`config.mk`:
```
export PLATFORM = sky130hd
export DESIGN_NAME = dmem_bus_ctrl
export DESIGN_NICKNAME = d
export VERILOG_FILES = /design/src/rtl/lsu_pkg.sv /design/src/rtl/dmem_bus_ctrl.sv
export SDC_FILE = /design/constraint.sdc
export NUM_CORES = 1
export LEC_CHECK = 0
export BUFFER_PORTS_ARGS = -buffer_cell sky130_fd_sc_hd__buf_2
export CELL_PAD_IN_SITES_DETAIL_PLACEMENT = 1
export CELL_PAD_IN_SITES_GLOBAL_PLACEMENT = 1
export CORE_AREA = 5 5 119 121
export DETAILED_ROUTE_END_ITERATION = 16
export DIE_AREA = 0 0 124 126
export PLACE_DENSITY = 0.8
export SLEW_MARGIN = 20
export SYNTH_ARGS = -nofsm -noshare
export SYNTH_HDL_FRONTEND = slang
export SYNTH_SLANG_ARGS = --single-unit
```
`constraint.sdc`:
```
create_clock -name clk -period 2.3 [get_ports clk]
set_input_delay 0.345 -clock clk [delete_from_list [all_inputs] [get_ports clk]]
set_output_delay 0.345 -clock clk [all_outputs]
set_load 0.01 [all_outputs]
```
`src/rtl/lsu_pkg.sv`:
```
// Shared load/store-unit definitions: bus controller state encoding and default constants.
package lsu_pkg;

    typedef enum logic [1:0] {
        ST_IDLE = 2'd0,
        ST_REQ  = 2'd1,
        ST_WAIT = 2'd2,
        ST_DONE = 2'd3
    } state_e;

    localparam int          DMEM_TIMEOUT_DEF = 255;
    localparam logic [3:0]  BE_NONE          = 4'b0000;

endpackage

```
`src/rtl/dmem_bus_ctrl.sv`:
```
// Data-memory bus controller: turns MEM-stage load/store requests into a req/gnt/rvalid
// bus handshake, freezes the pipeline while the access is in flight and aborts on timeout.
module dmem_bus_ctrl
    import lsu_pkg::*;
#(
    parameter int TIMEOUT = DMEM_TIMEOUT_DEF
) (
    input  logic        clk,
    input  logic        rst_n,
    input  logic        mem_read,
    input  logic        mem_write,
    input  logic [31:0] addr,
    input  logic [31:0] be_wd,
    input  logic [3:0]  byte_enable,
    output logic [31:0] r_d,
    output logic        stall,
    output logic        fault,
    output logic        bus_req,
    output logic        bus_we,
    output logic [31:0] bus_addr,
    output logic [31:0] bus_wdata,
    output logic [3:0]  bus_be,
    input  logic        bus_gnt,
    input  logic        bus_rvalid,
    input  logic [31:0] bus_rdata
);

    localparam logic [7:0] CNT_LAST = 8'(TIMEOUT - 1);

    state_e      state_q, state_d;
    logic [7:0]  cnt_q, cnt_d;
    logic        we_q, we_d;
    logic [31:0] addr_q, addr_d;
    logic [31:0] wdata_q, wdata_d;
    logic [3:0]  be_q, be_d;
    logic [31:0] r_d_q, r_d_d;
    logic        fault_c;
    logic        acc;
    logic        be_ok;
    logic        cnt_hit;

    assign acc     = mem_read | mem_write;
    assign be_ok   = (byte_enable != BE_NONE);
    assign cnt_hit = (cnt_q == CNT_LAST);

    always_ff @(posedge clk or negedge rst_n) begin
        if (!rst_n) begin
            state_q <= ST_IDLE;
            cnt_q   <= 8'd0;
            we_q    <= 1'b0;
            addr_q  <= 32'd0;
            wdata_q <= 32'd0;
            be_q    <= 4'd0;
            r_d_q   <= 32'd0;
        end else begin
            state_q <= state_d;
            cnt_q   <= cnt_d;
            we_q    <= we_d;
            addr_q  <= addr_d;
            wdata_q <= wdata_d;
            be_q    <= be_d;
            r_d_q   <= r_d_d;
        end
    end

    always_comb begin
        state_d = state_q;
        cnt_d   = cnt_q;
        we_d    = we_q;
        addr_d  = addr_q;
        wdata_d = wdata_q;
        be_d    = be_q;
        r_d_d   = r_d_q;
        fault_c = 1'b0;

        case (state_q)
            ST_IDLE: begin
                if (acc && be_ok) begin
                    // A simultaneous read+write request is issued as a store.
                    addr_d  = {addr[31:2], 2'b00};
                    wdata_d = be_wd;
                    be_d    = byte_enable;
                    we_d    = mem_write;
                    cnt_d   = 8'd0;
                    state_d = ST_REQ;
                end else if (acc) begin
                    fault_c = 1'b1;
                end
            end
            ST_REQ: begin
                cnt_d = cnt_q + 8'd1;
                // Completion is checked before the timeout so it always wins a tie.
                if (bus_gnt && we_q) begin
                    state_d = ST_DONE;
                end else if (bus_gnt && bus_rvalid) begin
                    r_d_d   = bus_rdata;
                    state_d = ST_DONE;
                end else if (cnt_hit) begin
                    fault_c = 1'b1;
                    r_d_d   = 32'd0;
                    state_d = ST_DONE;
                end else if (bus_gnt) begin
                    state_d = ST_WAIT;
                end
            end
            ST_WAIT: begin
                cnt_d = cnt_q + 8'd1;
                if (bus_rvalid) begin
                    r_d_d   = bus_rdata;
                    state_d = ST_DONE;
                end else if (cnt_hit) begin
                    fault_c = 1'b1;
                    r_d_d   = 32'd0;
                    state_d = ST_DONE;
                end
            end
            ST_DONE: begin
                state_d = ST_IDLE;
            end
            default: begin
                state_d = ST_IDLE;
            end
        endcase
    end

    assign bus_req   = (state_q == ST_REQ);
    assign bus_we    = we_q;
    assign bus_addr  = addr_q;
    assign bus_wdata = wdata_q;
    assign bus_be    = be_q;
    assign r_d       = r_d_q;
    assign stall     = acc & be_ok & (state_q != ST_DONE);
    assign fault     = rst_n & fault_c;

endmodule

```
Yosys cells after proc, flatten, opt, wreduce, memory -nomap -nowiden
Cells that the tools add are included.

Register bits after elaboration: 109. Bits of input ports: 106. Output and inout port bits: 104. Logic and storage cells: 55.

Add/sub/neg operators: 1. Equality and inequality tests: 9. Muxes and demuxes: 22. Bitwise gates (word level): 4. Reductions and logical operators: 12.

Operator list (count): $mux W32 (4); $pmux W32 S2 (1); $pmux W8 S2 (1); $mux W2 (7); $add A8 B1 Y8 const B (1); $eq A8 B8 Y1 const B (1); $mux W8 (1); $pmux W2 S4 (1); $mux W1 (6); $ne A2 B2 Y1 const B (3); $reduce_and A2 Y1 (3); $ne A5 B1 Y1 const B (1); $eq A2 B2 Y1 const B (2); $reduce_bool A2 Y1 (2); $reduce_bool A4 Y1 (1); $and A1 B1 Y1 (3); $logic_and A1 B1 Y1 (3); $ne A3 B3 Y1 const B (1); $pmux W1 S3 (1); $reduce_and A3 Y1 (1); $eq A2 B1 Y1 const B (1); $logic_not A2 Y1 (1); $reduce_or A2 Y1 (1); $or A1 B1 Y1 (1).

Longest topological paths before layout
Gate-level depths: netlist of the first run.

Word-level depth: 6. Depth in mapped cells: 7. Gate-level depth less buffers: 6.

Worst setup path before layout of the first run
OpenSTA, ideal clock, no wires.

Path kind: flip-flop to flip-flop. Start point: register state_q[0]. End point: register addr_q[10] (netlist: bus_addr[10]). Arrival time: 1.673 ns. Required time: 2.175 ns. Setup slack: 0.502 ns. Stages on the path, launching flop included: 8. Path buffers: 2. Cells stage by stage: dfrtp_1 -> inv_1 -> ha_1 -> o21ai_0 -> nor2_2 -> buf_6 -> buf_6 -> mux2_4.

Word-level cells in the longest chain between the ends: 2.

Ends and longest elaborated chain: from (decl) (line dmem_bus_ctrl.sv:30) `state_e state_q, state_d;`; from (signal assigned) (line dmem_bus_ctrl.sv:56) `state_q <= state_d;`; $logic_not A2 Y1 (line dmem_bus_ctrl.sv:76) `case (state_q)`; $reduce_and A2 Y1 (no source line); to (signal assigned) (line dmem_bus_ctrl.sv:59) `addr_q <= addr_d;`; to (decl) (line dmem_bus_ctrl.sv:33) `logic [31:0] addr_q, addr_d;`.

Every way passes these cells. A chain may end at the register's enable or synchronous reset.

Worst setup path after layout of the first run
Start point: register cnt_q[0]. End point: output port fault.

Word-level cells in the longest chain between the ends: 6. Elaborated cells between the ends (all ways): 7.

Ends and longest elaborated chain: from (decl) (line dmem_bus_ctrl.sv:31) `logic [7:0] cnt_q, cnt_d;`; from (signal assigned) (line dmem_bus_ctrl.sv:57) `cnt_q <= cnt_d;`; $eq A8 B8 Y1 (*) (line dmem_bus_ctrl.sv:44) `assign cnt_hit = (cnt_q == CNT_LAST);`; $mux W1 (*) (line dmem_bus_ctrl.sv:98, dmem_bus_ctrl.sv:111); $mux W1 (line dmem_bus_ctrl.sv:95) `end else if (bus_gnt && bus_rvalid) begin`; $mux W1 (line dmem_bus_ctrl.sv:93) `if (bus_gnt && we_q) begin`; $pmux W1 S3 (*) (line dmem_bus_ctrl.sv:76); $and A1 B1 Y1 (*) (line dmem_bus_ctrl.sv:133) `assign fault = rst_n & fault_c;`; to (decl) (line dmem_bus_ctrl.sv:17) `output logic fault,`.

Every way passes the cells marked *; elsewhere a longest branch is shown, timed or not.

==> metrics.log, run 1 <==
[metrics] global-route usage over all layers: 0.161
[metrics] Vias per Instance: 4.79
[metrics] length in cells of the worst reg-to-reg path: 6
[metrics] relative slew slack: 0.520
[metrics] number of iterations in the first detailed-routing pass: 4
[metrics] number of rows in the core area: 42
[metrics] wire length of the first global-routing pass: 19.9 mm
[metrics] initial standard-cell utilization of the core: 0.351
[metrics] Crit path required time: 1960 ps
[metrics] Vias: ~3400
[metrics] most common library cell in the layout ignoring fill and taps: buf_2
[metrics] switching power of the nets: ~3.2 mW
[metrics] post-route minimum period: 2100 ps
[metrics] initial antenna violation count: 0
[metrics] insertion delay of the later-clocked pin in the worst-skew pair: between 300 and 400 ps
[metrics] total of flip-flops plus latches after synthesis: between 100 and 150
[metrics] total of warnings raised by yosys: 0
[metrics] synth top area cells: dfrtp_1 60%, mux2_4 9.9%, mux2_2 9.4%
[metrics] class of the tightest hold or removal check: in -> async
[metrics] commonest non-fill, non-tap cells in the layout: 204 x buf_2, 108 x dfrtp_1, 38 x mux2_2
[metrics] sequential group share of total power: 0.376
[metrics] static leakage power: ~3.1 nW
[metrics] final layout net count: about 640
[metrics] PortBufs: about 210
[metrics] critical path class: reg -> out
[metrics] unrepaired setup endpoints after global routing: false
[metrics] share of the clock period used by the worst path after layout: 0.912
[metrics] Total Die Area: between 0.015 and 0.02 mm²
[metrics] Sinks on Clock Net: ~110
[metrics] top cell type's share of synthesized area: 0.599
[metrics] synthesized cell area: roughly 0.0046 mm²
[metrics] FF-to-FF Start: state_q[0]
[metrics] starting DRC count in detailed routing: about 100
[metrics] fmax: ~480 MHz
[metrics] count of distinct cell types in the synthesized netlist: 36
[metrics] Std-Cell Core Area: 0.0130 mm²
[metrics] number of nets still failing antenna checks after routing: 0
[metrics] I/O Pins: 210
[metrics] clock buffer depth: 2
[metrics] Avg Inst Size Synth: around 15 µm²
[metrics] vias in the first global route: around 3800
[metrics] TritonCTS clock tree: built
[metrics] mean routed wirelength per cell: between 15 and 20 µm
[metrics] detailed-placement wirelength estimate: between 9 and 10 mm
[metrics] Synth Instances: between 300 and 400
[metrics] floorplan die width: between 100 and 150 µm
[metrics] Synth area leader: dfrtp_1
[metrics] synth-to-layout area growth: 35.9%
[metrics] number of setup violations in the final report: 0
[metrics] total power density per cell area: 1490 mW/mm²
[metrics] combinational cell fraction of total power: 0.450
[metrics] Final WS setup: ~200 ps
[metrics] launching element type of the critical path: flip-flop
[metrics] switching share of total power: 0.351
[metrics] max-capacitance violation count: 0
[metrics] count of final max-slew check failures: 0
[metrics] run status: finished clean
[metrics] Residual DRC: 0
[metrics] ANT cells: 0
[metrics] H-tree depth: 3
[metrics] worst reg2reg setup slack: roughly 220 ps
[metrics] worst setup slack before clock tree synthesis: between 50 and 60 ps
[metrics] endpoint class of the critical path: output port
[metrics] GPL Wtd Cong: about 0.84
[metrics] share of the yosys chip area belonging to registers: 0.599
[metrics] Worst-Margin Slew: just over 700 ps
[metrics] pin count of the biggest net entering global routing: between 100 and 150
[metrics] Die Height: roughly 130 µm
[metrics] worst r2r dst: bus_wdata[8]
[metrics] fraction of layout cells with a size suffix above 1: 0.587
[metrics] TritonCTS Buffers: 9
[metrics] Crit Path Max Fanout: 7
[metrics] Fin. Hold Viols: 0
[metrics] global-route congestion overflow total: 0
[metrics] worst-case clock skew: 8.41 ps
[metrics] power share of the clock group: 0.175
[metrics] Root Driver: clkbuf_16
[metrics] post-cts hold buffer count: 0
[metrics] clk slew on worst S/H paths: ~70 ps
[metrics] maximum VDD drop: roughly 580 µV
[metrics] final wirelength: 12.8 mm
[metrics] Internal Pwr Total: about 6 mW
[metrics] final-layout setup total negative slack: 0 ps
[metrics] arrival time of data at the critical path endpoint: approximately 1800 ps
[synthesized netlist by cell type (all sizes together)]
cell type / n
a21oi: 2
a221oi: 1
a22o: 32
and3: 1
buf: 9
clkbuf: 8
conb: 1
dfrtp: 109
ha: 8
inv: 7
mux2: 68
mux2i: 1
nand2: 11
nand2b: 3
nand3: 10
nand3b: 1
nand4: 1
nand4b: 5
nor2: 8
nor2b: 3
nor3: 2
nor3b: 1
nor4: 1
o211ai: 4
o21a: 3
o21ai: 7
o21ba: 1
o221a: 1
o221ai: 1
o32a: 1
xnor2: 1
[logic make-up (layout without fill, tap and decap cells)]
family                     after synthesis  count (layout)  synth area share
adders and majority gates                8               8            0.0220
xor gates and xnor gates                 1               1           0.00192
and+or+nand+nor                         47              47            0.0580
other                                    1               2          0.000823
DFF                                    109             109             0.599
buffers and inverters                   24             244            0.0288
AOI/OAI and AO/OA                       53              53            0.0945
muxes                                   69              69             0.195
[per-stage QoR]
stage	hold slack, ps	cell area [µm²]	util	cells	power [mW]
2_1_floorplan	49.4	4560	-	313	5.93
3_3_place_gp	483	5870	0.452	693	7.42
3_5_place_dp	486	5870	0.452	693	7.66
4_1_cts	133	6180	0.476	709	9.34
5_1_grt	149	6190	0.477	709	9.82
6_report	94.2	6190	0.477	709	9.21
[state kept, by name (all words and copies together) (netlist names)]
register / cells
bus_addr: 30
r_d: 32
state_q: 2
bus_wdata: 32
bus_we: 1
cnt_q: 8
bus_be: 4
[repair_timing]
item,in CTS,in global routing
endpoints found under the setup margin,1,1
hold endpoints to repair,0,0
gates resized for setup,1,3
buffers inserted,0,0
[power by group through the flow]
| stage | Combinational (mW) | Sequential, mW | Clock (mW) |
|---|---|---|---|
| finish | 4.14 | 3.46 | 1.61 |
| floorplan | 2.10 | 3.83 | 0 |
| global placement | 4.01 | 3.41 | 0 |
| detailed placement | 4.18 | 3.48 | 0 |
| global route | 4.49 | 3.59 | 1.74 |
| CTS | 4.21 | 3.47 | 1.66 |
[worst max-delay path by stage]
stage	startpoint	endpoint	slack [ps]	depth (start not counted)
after floorplan	state_q[0]	bus_addr[10]	500	7
after global placement	state_q[0]	r_d[19]	150	5
after detailed placement	state_q[0]	r_d[8]	60	5
after CTS	cnt_q[0]	fault	80	7
after global routing	cnt_q[0]	fault	20	7
final	cnt_q[0]	fault	200	7
[final cells by class]
cell class,instances,area (µm²)
tap,176,220
sequential,109,2730
fill,1427,6790
multi-input combinational,180,1720
clock inverter,4,55.1
clock buffer,12,256
timing repair buffer,221,1190
inverter,7,26.3
[metal layers]
layer,vias up,global-route usage,wire length (µm)
met4,0,0.0528,214
met2,124,0.289,6660
met1,1701,0.186,4980
met5,-,0,0
met3,18,0.0399,938
li1,1555,-,-
[worst max-delay path, cell delays in order (launching register included)]
cell and delay (ps):
dfrtp_2 460, inv_1 90, ha_1 150, nand3_1 110
nor2_2 180, o21ai_0 110, a21oi_1 150, buf_2 160
Power figures use the tool's default switching activity.
==> run 2, diff against run 1 <==
Settings changed: ABC_AREA set to 1, CORE_AREA 5 5 119 121 to 5 5 126 128, DIE_AREA 0 0 124 126 to 0 0 131 133.
==> run 2 against run 1 <==
  * Total power is 7.3% lower
  * Non-clock buffer count decreased by 9
  * Worst hold slack worse by 5.9 ps
  * Clock skew is 0.72 ps lower
  * First-iteration DRC count grew 63%
  * Critical path type unchanged
  * Register-to-register slack gained 270 ps
  * Sequential cell count unchanged
  * Setup slack worse by 73 ps
  * Cell count rose by 31%
==> metrics.log, run 2 <==
[metrics] arrival time of data at the critical path endpoint: ~1800 ps
[metrics] global-route usage over all layers: 0.150
[metrics] GPL Wtd Cong: about 0.76
[metrics] final design instance area without fill: between 0.006 and 0.007 mm²
[metrics] Std-Cell Core Area: approximately 0.015 mm²
[metrics] top cell type's share of synthesized area: 0.557
[metrics] main combinational cell family by area after synthesis: compound AO/OA/AOI/OAI gates
[metrics] multiplexer share of the synthesized area: 0
[metrics] Commonest cells post-synth: 115 x inv_1, 109 x dfrtp_1, 98 x nand2_1
[metrics] switching share of total power: 0.406
[metrics] gate family responsible for the most delay along the worst path: flip-flops
[metrics] Vias: 4111
[metrics] Crit Path Max Fanout: 6
[metrics] number of setup violations in the final report: 0
[metrics] most common library cell in the layout ignoring fill and taps: buf_2
[metrics] sequential cell area: roughly 0.0027 mm²
[metrics] PortBufs: about 210
[metrics] area fraction in compound gates after synthesis: 0.149
[metrics] power share of the clock group: 0.186
[metrics] critical path class: reg -> out
[metrics] synth-to-layout area growth: 30.4%
[metrics] TritonCTS clock tree: built
[metrics] Crit path required time: a little under 2000 ps
[metrics] total of flip-flops plus latches after synthesis: 109
[metrics] most frequent cell on the critical path: inv_1
[metrics] ANT cells: 0
[metrics] Synth Area in Adders: 0.0205
[metrics] static leakage power: 3.58 nW
[metrics] number of nets still failing antenna checks after routing: 0
[metrics] detailed-placement wirelength estimate: roughly 10 mm
[metrics] sequential group share of total power: 0.383
[metrics] mean routed wirelength per cell: 14.1 µm
[metrics] switching power of the nets: between 3 and 4 mW
[metrics] Synth Area in XOR/XNOR: 0.00358
[metrics] commonest non-fill, non-tap cells in the layout: 204 x buf_2, 114 x inv_1, 109 x dfrtp_1
[metrics] Internal Pwr Total: 5.07 mW
[metrics] share of synthesized registers carrying an async set or reset: 1.00
[metrics] worst reg2reg setup slack: about 500 ps
[metrics] most frequently used cell type in the post-synthesis netlist: inv_1
[metrics] synth top area cells: dfrtp_1 56%, inv_1 8.8%, nand2_1 7.5%
[metrics] Sinks on Clock Net: ~110
[metrics] Synth area leader: dfrtp_1
[metrics] max-capacitance violation count: 0
[metrics] number of post-CTS setup repair buffers: 0
[metrics] placement-stage cell area: roughly 0.006 mm²
[metrics] initial standard-cell utilization of the core: 0.332
[metrics] total power density per cell area: 1340 mW/mm²
[metrics] clk slew on worst S/H paths: 70 ps
[metrics] critical path's largest stage delay: approximately 500 ps
[metrics] launching element type of the critical path: flip-flop
[metrics] I/O Pins: between 200 and 250
[metrics] Final WS setup: 128 ps
[metrics] H-tree depth: 3
[metrics] leading register cell type out of synthesis: dfrtp_1
[metrics] Die Height: 133 µm
[metrics] pin count of the biggest net entering global routing: 110
[metrics] worst-case clock skew: 7.69 ps
[metrics] class of the tightest hold or removal check: in -> async
[metrics] post-route minimum period: approximately 2200 ps
[metrics] area of combinational cells with multiple inputs: roughly 0.0016 mm²
[metrics] floorplan die width: around 130 µm
[metrics] run status: finished clean
[metrics] number of rows in the core area: 45
[metrics] slowest cell on the critical path: dfrtp_1
[metrics] share of the yosys chip area belonging to registers: 0.557
[metrics] total of warnings raised by yosys: 0
[metrics] post-cts hold buffer count: 0
[metrics] Total Die Area: ~0.017 mm²
[metrics] insertion delay of the later-clocked pin in the worst-skew pair: roughly 350 ps
[metrics] combinational cell fraction of total power: 0.431
[metrics] global-route congestion overflow total: 0
[metrics] starting DRC count in detailed routing: ~170
[metrics] length in cells of the worst reg-to-reg path: 7
[metrics] cts repair resizes: 0
[metrics] number of buffer and inverter stages on the critical path: 3
[metrics] final layout net count: 850
[metrics] Vias per Instance: 4.43
[metrics] initial antenna violation count: 0
[metrics] cell count along the critical path: 7
[metrics] synthesized cell area: between 0.004 and 0.005 mm²
[metrics] # fillers: ~1800
[metrics] post-layout instance count excluding filler cells: about 930
[metrics] Avg Inst Size Synth: ~9.1 µm²
[metrics] Residual DRC: 0
[metrics] Root Driver: clkbuf_16
[metrics] clock buffer depth: 2
[metrics] Worst-Margin Slew: 578 ps
[metrics] TritonCTS Buffers: 9
[metrics] fraction of layout cells with a size suffix above 1: 0.364
[metrics] fmax: approximately 460 MHz
[metrics] Synth Instances: roughly 540
[metrics] relative slew slack: 0.615
[metrics] vias in the first global route: about 4300
[metrics] cells along the critical path: inv_1 -> ha_1 -> inv_1 -> nor2_1 -> o21bai_1 -> a21oi_1 -> buf_2
[metrics] endpoint class of the critical path: output port
[metrics] number of placed instances, taps included: approximately 910
[metrics] count of distinct cell types in the synthesized netlist: 29
[metrics] Fin. Hold Viols: 0
[metrics] worst setup slack before clock tree synthesis: roughly 450 ps
[metrics] share of the clock period used by the worst path after layout: 0.944
[metrics] count of flip-flops with a built-in enable after synthesis: 0
[metrics] simple-gate share of the synthesized area: 0.142
[metrics] maximum VDD drop: 575 µV
[metrics] count of final max-slew check failures: 0
[metrics] wire length of the first global-routing pass: ~21 mm
[metrics] final wirelength: about 13 mm
[metrics] Design Power: between 8 and 9 mW
[metrics] number of iterations in the first detailed-routing pass: 4
==> run 2: cell count changes after synthesis, sizes merged, moves of 5 or more <==
| cell | change |
|---|---|
| inv | +108 |
| o21ai | +103 |
| nand2 | +91 |
| mux2 | -68 |
| nand3 | +34 |
| a22o | -32 |
| buf | +10 |
| nand4b | -5 |
==> run 2: logic make-up after synthesis <==
group / Yosys count
DFF: 109
other: 1
adders and majority gates: 8
xor gates and xnor gates: 2
AOI/OAI and AO/OA: 117
and+or+nand+nor: 160
buffers and inverters: 140
==> run 2: cell type report <==
| class | count | area share |
|---|---|---|
| flip-flops and latches | 109 | 0.427 |
| multi-input cells | 289 | 0.246 |
| repair buffers | 212 | 0.175 |
| inverters | 115 | 0.0676 |
| well taps | 188 | 0.0369 |
| clock buffers | 9 | 0.0353 |
| clock inverters | 6 | 0.0112 |
==> run 2: power groups by stage <==
stage          registers, mW  clock network, mW  logic [mW]
2_1_floorplan           3.67                  0        1.90
3_3_place_gp            3.26                  0        3.63
3_5_place_dp            3.29                  0        3.76
4_1_cts                 3.27               1.66        3.76
5_1_grt                 3.39               1.71        4.13
6_report                3.27               1.58        3.68
==> run 2: metrics by stage <==
stage	hold WS [ps]	utilization	setup TNS [ps]
after floorplan	49.4	-	0
after global placement	461	0.412	0
after detailed placement	468	0.412	0
after CTS	104	0.432	0
after global routing	137	0.433	-3.34
final	88.3	0.433	0
==> run 2: final timing paths <==
check | from | to
max | state_q[0] | fault
max in group asynchronous | rst_n | bus_wdata[18]
max reg2reg | state_q[0] | r_d[3]
min | rst_n | state_q[1]
min in group clk | be_wd[2] | bus_wdata[2]
min reg2reg | bus_wdata[7] | bus_wdata[7]
==> run 2: per-layer routing <==
| layer | share of wire | up-vias | GRT usage |
|---|---|---|---|
| li1 | - | 2049 | - |
| met5 | 0 | - | 0 |
| met2 | 0.48 | 127 | 0.251 |
| met3 | 0.087 | 14 | 0.0537 |
| met1 | 0.41 | 1921 | 0.178 |
| met4 | 0.016 | 0 | 0.0531 |
==> run 2: worst reg2reg max path: cells and delay by family, from the launching register on <==
kind | cells | cell delay (ps)
AO/OA/AOI/OAI | 2 | 370
adder cells (fa/ha/maj) | 1 | 240
buffers and inverters | 3 | 470
flip-flops | 1 | 500
AND/OR/NAND/NOR | 1 | 130
